[src/rtl/fifo_stream_reader.sv]
// fifo_stream_reader
// Read-side master for the team FIFO. It issues pops, captures the read data one cycle
// later, and presents the words as a valid/ready stream through a 2-entry in-order buffer.
// It sustains one word per cycle under arbitrary backpressure, with no loss or duplication.
// Optional fixed-length framing raises m_last on every PACKET_LEN-th transferred word.
//
// Parameters:
//   DATA_SIZE   word width; must match the FIFO
//   PACKET_LEN  words per packet for m_last; 0 disables framing (m_last held 0)
//
// Ports:
//   clk           in   clock, rising edge
//   rst           in   asynchronous active-high reset, shared with the FIFO
//   en            in   allows new pops; in-flight data is still captured when low
//   fifo_empty    in   FIFO empty flag
//   fifo_rd_data  in   FIFO read data, valid the cycle after fifo_pop
//   fifo_pop      out  pop strobe to the FIFO (combinational)
//   m_valid       out  output word valid
//   m_ready       in   downstream accept
//   m_data        out  output word (buffer head)
//   m_last        out  final word of a packet, qualified by m_valid
//   busy          out  buffer holds words or a pop is in flight
module fifo_stream_reader #(
  parameter int unsigned DATA_SIZE  = 8,
  parameter int unsigned PACKET_LEN = 4
) (
  input  logic                 clk,
  input  logic                 rst,
  input  logic                 en,
  input  logic                 fifo_empty,
  input  logic [DATA_SIZE-1:0] fifo_rd_data,
  output logic                 fifo_pop,
  output logic                 m_valid,
  input  logic                 m_ready,
  output logic [DATA_SIZE-1:0] m_data,
  output logic                 m_last,
  output logic                 busy
);

  localparam int unsigned PktW = (PACKET_LEN > 1) ? $clog2(PACKET_LEN) : 1;

  logic [1:0]           count_q, count_d;
  logic                 inflight_q;
  logic [DATA_SIZE-1:0] head_q, head_d;
  logic [DATA_SIZE-1:0] tail_q, tail_d;
  logic                 deq;
  logic [2:0]           occ_after_deq;

  assign m_valid = (count_q != 2'd0);
  assign m_data  = head_q;
  assign deq     = m_valid & m_ready;
  assign busy    = m_valid | inflight_q;

  // Words held or owed to the buffer once this cycle's transfer leaves. deq implies
  // count_q >= 1, so the subtraction cannot wrap. This is the only m_ready -> fifo_pop path.
  assign occ_after_deq = {1'b0, count_q} + {2'b00, inflight_q} - {2'b00, deq};
  assign fifo_pop      = en & ~fifo_empty & (occ_after_deq < 3'd2);

  // Buffer next state: head_q is the oldest word, tail_q the second one.
  always_comb begin
    head_d  = head_q;
    tail_d  = tail_q;
    count_d = count_q;
    case ({inflight_q, deq})
      2'b10: begin
        if (count_q == 2'd0) begin
          head_d = fifo_rd_data;
        end else begin
          tail_d = fifo_rd_data;
        end
        count_d = count_q + 2'd1;
      end
      2'b01: begin
        head_d  = tail_q;
        count_d = count_q - 2'd1;
      end
      2'b11: begin
        // Capture and transfer together: occupancy unchanged, order preserved.
        if (count_q == 2'd2) begin
          head_d = tail_q;
          tail_d = fifo_rd_data;
        end else begin
          head_d = fifo_rd_data;
        end
      end
      default: begin
      end
    endcase
  end

  always_ff @(posedge clk or posedge rst) begin
    if (rst) begin
      count_q    <= 2'd0;
      inflight_q <= 1'b0;
      head_q     <= '0;
      tail_q     <= '0;
    end else begin
      count_q    <= count_d;
      inflight_q <= fifo_pop;
      head_q     <= head_d;
      tail_q     <= tail_d;
    end
  end

  if (PACKET_LEN > 0) begin : g_frame
    localparam logic [PktW-1:0] PktMax = PktW'(PACKET_LEN - 1);
    logic [PktW-1:0] pkt_q;

    always_ff @(posedge clk or posedge rst) begin
      if (rst) begin
        pkt_q <= '0;
      end else if (deq) begin
        pkt_q <= (pkt_q == PktMax) ? '0 : pkt_q + PktW'(1);
      end
    end

    assign m_last = m_valid & (pkt_q == PktMax);
  end else begin : g_no_frame
    assign m_last = 1'b0;
  end

  // The pop rule must keep the buffer within two entries and never pop an empty FIFO.
  a_count_max: assert property (@(posedge clk) disable iff (rst) count_q <= 2'd2);
  a_no_overflow: assert property (@(posedge clk) disable iff (rst)
                                  !(inflight_q && !deq && (count_q == 2'd2)));
  a_no_pop_empty: assert property (@(posedge clk) disable iff (rst) fifo_pop |-> !fifo_empty);

endmodule

[config.mk]
export PLATFORM = sky130hd
export DESIGN_NAME = fifo_stream_reader
export DESIGN_NICKNAME = d
export VERILOG_FILES = /design/src/rtl/fifo_stream_reader.sv
export SDC_FILE = /design/constraint.sdc
export NUM_CORES = 1
export LEC_CHECK = 0
export BUFFER_PORTS_ARGS = -buffer_cell sky130_fd_sc_hd__buf_4
export CORE_MARGIN = 2
export CORE_UTILIZATION = 45
export CTS_CLUSTER_SIZE = 14
export DETAILED_ROUTE_END_ITERATION = 8
export GPL_ROUTABILITY_DRIVEN = 0
export PLACE_DENSITY_LB_ADDON = 0.25
export SKIP_CTS_REPAIR_TIMING = 1
export SLEW_MARGIN = 30
export SYNTH_ARGS = -nofsm -noshare
export SYNTH_HDL_FRONTEND = slang
export SYNTH_SLANG_ARGS = --single-unit
[constraint.sdc]
create_clock -name clk -period 3 [get_ports clk]
set_input_delay 0.6 -clock clk [delete_from_list [all_inputs] [get_ports clk]]
set_output_delay 0.6 -clock clk [all_outputs]
set_load 0.02 [all_outputs]
==> summary.txt, run 1 <==
Finish
  • Final Util: 59.0%
  • Fill cell count: 230
  • Post-layout net count: ~170
  • Non-Filler Instances: 184
  • Synth-to-layout area growth: 27.4%
  • ANT cells: 0
  • Share of cells above drive strength 1: ~32%
  • Design Area, Final: 1580 sq um

Clock tree
  • CTS Sinks: 21
  • Clock latency on the worst-skew pair: 0.30 ns
  • Clk buf depth: 2
  • CTS tree: done
  • H-tree Lvls: 1
  • Clock-pin slew on the worst setup and hold paths: 0.12 ns
  • Clock root cell: clkbuf_4
  • Total CTS buffers: 3

Global route
  • Initial antenna violation count: 0
  • Global-route wire length before repair: 4950 microns
  • Largest net degree at the start of global routing: 22
  • Total gr overflow: 0
  • Met1 Usage GRT: a little over a quarter
  • Vias in the first global route: 1072
  • Peak-usage layer in the global routing report: met2
  • Met2 usage: 30.6%
  • Gr usage total: 19.5%
  • Met3 usage: 3.23%

Drt
  • Final wirelength: 2880 microns
  • Post-DR wirelength/cell: 15.7 microns
  • DR vias/cell: 6.07
  • Drt drc: 0
  • Via Count: 1117
  • ANT nets after route: 0
  • DRT iter0 DRCs: 81
  • Detailed Routing Iterations Pass 1: 4

Setup path
  • R2R depth: 9
  • Worst R2R End: inflight_q
  • CP Class: reg -> out
  • CP max stage delay: around 0.53 ns
  • Worst Setup Start Kind: flop
  • CP Capture Point: fifo_pop
  • Crit path DAT: 2.30 ns
  • Reg2reg setup slack: between 0.9 and 1 ns
  • Crit end category: output pin
  • Launching point of the worst reg2reg path: count_q[1]
  • Req. time, crit path: between 2 and 2.5 ns
  • Crit-path cells: nor2_4 > clkinv_4 > nand2_4 > ha_4 > nand2b_4 > fa_2 > nand2_2 > nor3_4 > buf_4
  • Worst-path maximum fanout: 5
  • Crit-path slowest cell: fa_2
  • Critical Path Source: count_q[1]

Timing
  • Min Tclk post-route: 2.90 ns
  • Slew of the pin with the lowest slew margin: 0.783 ns
  • Final hold violations: 0
  • Final setup violation count: 0
  • Layout Skew: 0.00644 ns
  • Slew Limit Fails: 0
  • Max Clk Rate: 0.344 GHz
  • Final period utilization: 96.8%
  • Slew Limit Headroom: 47.8%

Die
  • Die area: about 3200 sq um
  • Starting Density: between 40 and 50%
  • # IOs: 25
  • Core area: roughly 2700 sq um
  • Die Span Y: 56.6 microns
  • Row count: 19
  • Chip width: 56.6 microns

Job
  • Maxcap violations: 0

Power
  • Power density over the cells: 1130 nW/um^2
  • Power Total: 1.80 mW
  • LEAKAGE: 0.687 nW
  • Worst VDD drop: just over 0.6 mV

Placed design
  • Post-DP Area: 1450 sq um
  • Dpl cells: 172
  • PortBufs: 24
  • HPWL after DPL: 1970 microns

Synth
  • YS warnings: 0
  • Seq/Total Area, Yosys: 42.3%
  • Syn avg cell area: 10.3 sq um
  • Number of synthesized flops with an enable pin: 0
  • Distinct cells, synth: 36
  • Post-synth ARST share: 100%
  • Synth Instances: 121
  • Register bit total from synthesis: 21
  • Synth area leaders: dfrtp_1, o221a_1, o22ai_1, a21oi_1, a221oi_1
  • Synthesized Nets: roughly 140
  • Synth area leader: dfrtp_1
  • Mapped Area: 1240 sq um
  • Area fraction of the dominant cell type after synthesis: 42.3%
  • Most common cell in the netlist: dfrtp_1
  • Ys flop type: dfrtp_1
  • Synth top cells by count: dfrtp_1, a21oi_1, inv_1, o221a_1, o22ai_1

Outcome
  • Status: completed

Worst hold path
  • Hold WC Path Type: in -> async
-- cell usage in the layout (no fill, tap or decap), types with 2 or more instances in the layout --
cell type / count
buf_4: 36
dfrtp_1: 21
a21oi_1: 9
inv_1: 9
o22ai_1: 8
o221a_1: 8
a221oi_1: 5
o211ai_1: 5
nor2_1: 4
nand2_1: 3
mux2i_1: 3
a32oi_1: 3
clkbuf_4: 3
nor2b_1: 2
and2_1: 2
xnor2_1: 2
mux2_1: 2
or3_1: 2
a211o_1: 2
o311ai_1: 2
ha_1: 2
-- per-stage QoR --
| step | hold slack [ns] | setup WS (ns) | setup TNS (ns) |
|---|---|---|---|
| global route | 0.489 | -0.0152 | -0.0152 |
| CTS | 0.438 | -0.184 | -0.184 |
| finish | 0.431 | 0.0972 | 0 |
| detailed placement | 0.495 | 0.119 | 0 |
| floorplan | 0.468 | 0.0675 | 0 |
| global placement | 0.478 | 0.203 | 0 |
-- critical path, delay by kind of cell, from the launching register on --
kind	cells	cell delay, ns
AND/OR/NAND/NOR	5	0.59
adder cells (fa/ha/maj)	2	0.73
flip-flops	1	0.42
buffers and inverters	2	0.27
-- power breakdown --
group          internal, mW  switching, mW
logic                 0.551          0.588
clock network        0.0518         0.0854
registers             0.421          0.101
-- layout make-up --
class | count | area (sq um) | share of cell area, %
multi-input combinational | 82 | 681 | 43.0
sequential | 21 | 526 | 33.2
timing repair buffer | 36 | 270 | 17.1
inverter | 10 | 42.5 | 2.69
tap | 31 | 38.8 | 2.45
clock buffer | 4 | 26.3 | 1.66
-- routing by layer --
metal	routed length, microns	vias to the layer above
met5	0	-
met4	17	0
met3	182	2
met2	1450	46
met1	1230	540
li1	-	529
-- cells by family after synthesis --
family / count (synthesis) / share of synthesized area (%)
and+or+nand+nor: 22 / 9.86
AOI/OAI and AO/OA: 48 / 30.4
xor gates and xnor gates: 3 / 2.11
buffers and inverters: 18 / 6.54
muxes: 5 / 4.23
DFF: 21 / 42.3
adders and majority gates: 4 / 4.63
-- state kept, by name (all words and copies together) (netlist names) --
register / flops
count_q: 2
g_frame.pkt_q: 2
inflight_q: 1
m_data: 8
tail_q: 8
-- worst min-delay path by stage --
stage / from / to / slack [ns] / cells after the start
6_report: rst / m_data[5] / 0.43 / 2
3_5_place_dp: g_frame.pkt_q[1] / g_frame.pkt_q[1] / 0.49 / 1
5_1_grt: rst / tail_q[6] / 0.49 / 2
2_1_floorplan: g_frame.pkt_q[1] / g_frame.pkt_q[1] / 0.47 / 1
3_3_place_gp: g_frame.pkt_q[1] / g_frame.pkt_q[1] / 0.48 / 1
4_1_cts: fifo_empty / inflight_q / 0.44 / 2
No activity file was read; power rests on OpenSTA's default activity.
==> run 2: changes to the inputs <==
- BUFFER_PORTS_ARGS: -buffer_cell sky130_fd_sc_hd__buf_4 -> -buffer_cell sky130_fd_sc_hd__buf_2
- CTS_BUF_LIST: not set -> sky130_fd_sc_hd__clkbuf_8
- SKIP_CTS_REPAIR_TIMING: 1 -> not set
==> summary.txt, run 2 (synthesis gave the netlist of run 1 again) <==
Global route
  • Global-route wire length before repair: 4930 microns (was 4950 microns)
  • Initial antenna violation count: 0 (unchanged)
  • Total gr overflow: 0 (unchanged)
  • Largest net degree at the start of global routing: 22 (unchanged)
  • Vias in the first global route: 1087 (was 1072)
  • Gr usage total: 19.4% (was 19.5%)

Drt
  • Detailed Routing Iterations Pass 1: 4 (unchanged)
  • ANT nets after route: 0 (unchanged)
  • Final wirelength: 2830 microns (was 2880 microns)
  • DR vias/cell: 6.04 (was 6.07)
  • Drt drc: 0 (unchanged)
  • Post-DR wirelength/cell: 15.9 microns (was 15.7 microns)
  • Via Count: 1076 (was 1117)
  • DRT iter0 DRCs: 50 (was 81)

Setup path
  • Req. time, crit path: 2.40 ns (about the same)
  • Reg2reg setup slack: 1.05 ns (was 0.99 ns)
  • Crit-path cells: nor2_4 > inv_4 > nand2_1 > ha_4 > nand2b_1 > fa_2 > nand2_1 > nor3_2 > buf_4 (was nor2_4 > clkinv_4 > nand2_4 > ha_4 > nand2b_4 > fa_2 > nand2_2 > nor3_4 > buf_4)
  • Worst R2R End: inflight_q (unchanged)
  • Most frequent CP cell: nand2_1
  • Launching point of the worst reg2reg path: count_q[0] (was count_q[1])
  • Worst Setup Start Kind: flop (unchanged)
  • R2R depth: 8 (was 9)
  • CP max stage delay: 0.53 ns (about the same)
  • Worst-path maximum fanout: 9 (was 5)
  • Crit-path slowest cell: fa_2 (unchanged)
  • CP Class: reg -> out (unchanged)
  • Crit end category: output pin (unchanged)
  • Crit path DAT: 2.29 ns (was 2.30 ns)

Die
  • Starting Density: 46.3% (unchanged)
  • Core area: 2690 sq um (unchanged)
  • # IOs: 25 (unchanged)
  • Die area: 3200 sq um (unchanged)
  • Row count: 19 (unchanged)
  • Chip width: 56.6 microns (unchanged)
  • Die Span Y: 56.6 microns (unchanged)

Power
  • Worst VDD drop: 0.630 mV (was 0.616 mV)
  • Power density over the cells: 1130 nW/um^2 (about the same)
  • LEAKAGE: 0.633 nW (was 0.687 nW)
  • Power Total: 1.67 mW (was 1.80 mW)

Clock tree
  • CTS Sinks: 21 (unchanged)
  • Total CTS buffers: 3 (unchanged)
  • Clock-pin slew on the worst setup and hold paths: 0.08 ns (was 0.12 ns)
  • CTS tree: done (unchanged)
  • Hold Buf Count CTS: 0
  • Clock latency on the worst-skew pair: 0.26 ns (was 0.30 ns)
  • Clk buf depth: 2 (unchanged)
  • Clock root cell: clkbuf_8 (was clkbuf_4)
  • H-tree Lvls: 1 (unchanged)

Outcome
  • Status: completed (unchanged)

Finish
  • Post-layout net count: 165 (was 171)
  • Share of cells above drive strength 1: 27.2% (was 32.0%)
  • Register Area: 526 sq um (unchanged)
  • ANT cells: 0 (unchanged)
  • Fill cell count: 251 (was 230)
  • Non-Filler Instances: 178 (was 184)
  • Multi-input gate area: 657 sq um (was 681 sq um)
  • Most frequent cells in the layout: buf_2, dfrtp_1, inv_1 (was buf_4, dfrtp_1, a21oi_1, inv_1)
  • Commonest non-fill, non-tap cell in the layout: buf_2 (was buf_4)
  • Synth-to-layout area growth: 18.5% (was 27.4%)
  • Final Util: 54.9% (was 59.0%)

Placed design
  • Dpl cells: 173 (was 172)
  • PortBufs: 24 (unchanged)
  • DP Worst Slack: 0.191 ns (was 0.119 ns)
  • HPWL after DPL: 2010 microns (was 1970 microns)

Timing
  • Layout Skew: 0.00168 ns (was 0.00644 ns)
  • Max Clk Rate: 0.346 GHz (was 0.344 GHz)
  • Slew Limit Fails: 0 (unchanged)
  • Final setup violation count: 0 (unchanged)
  • Setup ws final: 0.111 ns (was 0.0972 ns)
  • Final period utilization: 96.3% (was 96.8%)
  • Slew Limit Headroom: 46.9% (was 47.8%)
  • Min Tclk post-route: 2.89 ns (was 2.90 ns)
  • Setup TNS: 0 ns (unchanged)
  • Final hold violations: 0 (unchanged)
  • Slew of the pin with the lowest slew margin: 0.796 ns (was 0.783 ns)

Worst hold path
  • Hold WC Path Type: in -> async (unchanged)

Job
  • Maxcap violations: 0 (unchanged)
run 2: critical path: cells and delay by family (launching register included):
family                   cells  cell delay, ns
flip-flops                   1            0.41
adder cells (fa/ha/maj)      2            0.75
buffers and inverters        2            0.24
AND/OR/NAND/NOR              5            0.62
run 2: timing repair:
action	4_1_cts	5_1_grt
gates resized for setup	0	4
setup endpoints to repair	1	1
setup buffers	1	0
pin swaps	1	2
run 2: through the flow:
step	instance area [sq um]	hold slack [ns]
after floorplan	1250	0.468
after global placement	1400	0.478
after detailed placement	1400	0.500
after CTS	1450	0.503
after global routing	1470	0.514
final	1470	0.481
run 2: area by class of cell:
class | instances | share of cell area (%)
well taps | 31 | 2.63
multi-input cells | 82 | 44.6
inverters | 10 | 2.72
clock inverters | 1 | 0.255
flip-flops and latches | 21 | 35.7
clock buffers | 3 | 2.80
repair buffers | 30 | 11.4
run 2: how the worst max path moves through the flow:
stage,slack (ns),endpoint,start,cells past startpoint
finish,0.11,fifo_pop,count_q[0],9
global route,-0.02,fifo_pop,count_q[0],9
CTS,0.04,fifo_pop,count_q[1],9
detailed placement,0.19,fifo_pop,count_q[0],9
global placement,0.29,fifo_pop,m_ready,8
floorplan,0.07,fifo_pop,count_q[1],9
run 2: routing by layer:
layer | routed length (microns) | GRT usage [%]
met3 | 112 | 3.46
met4 | 15 | 7.14
met2 | 1400 | 31.1
met5 | 0 | 0
met1 | 1300 | 26.1
run 2: power by group:
group          leakage (nW)  total (mW)  internal (mW)  switching (mW)
registers             0.241       0.521          0.421          0.0991
clock network        0.0269       0.181         0.0911          0.0898
logic                 0.365       0.970          0.430           0.539
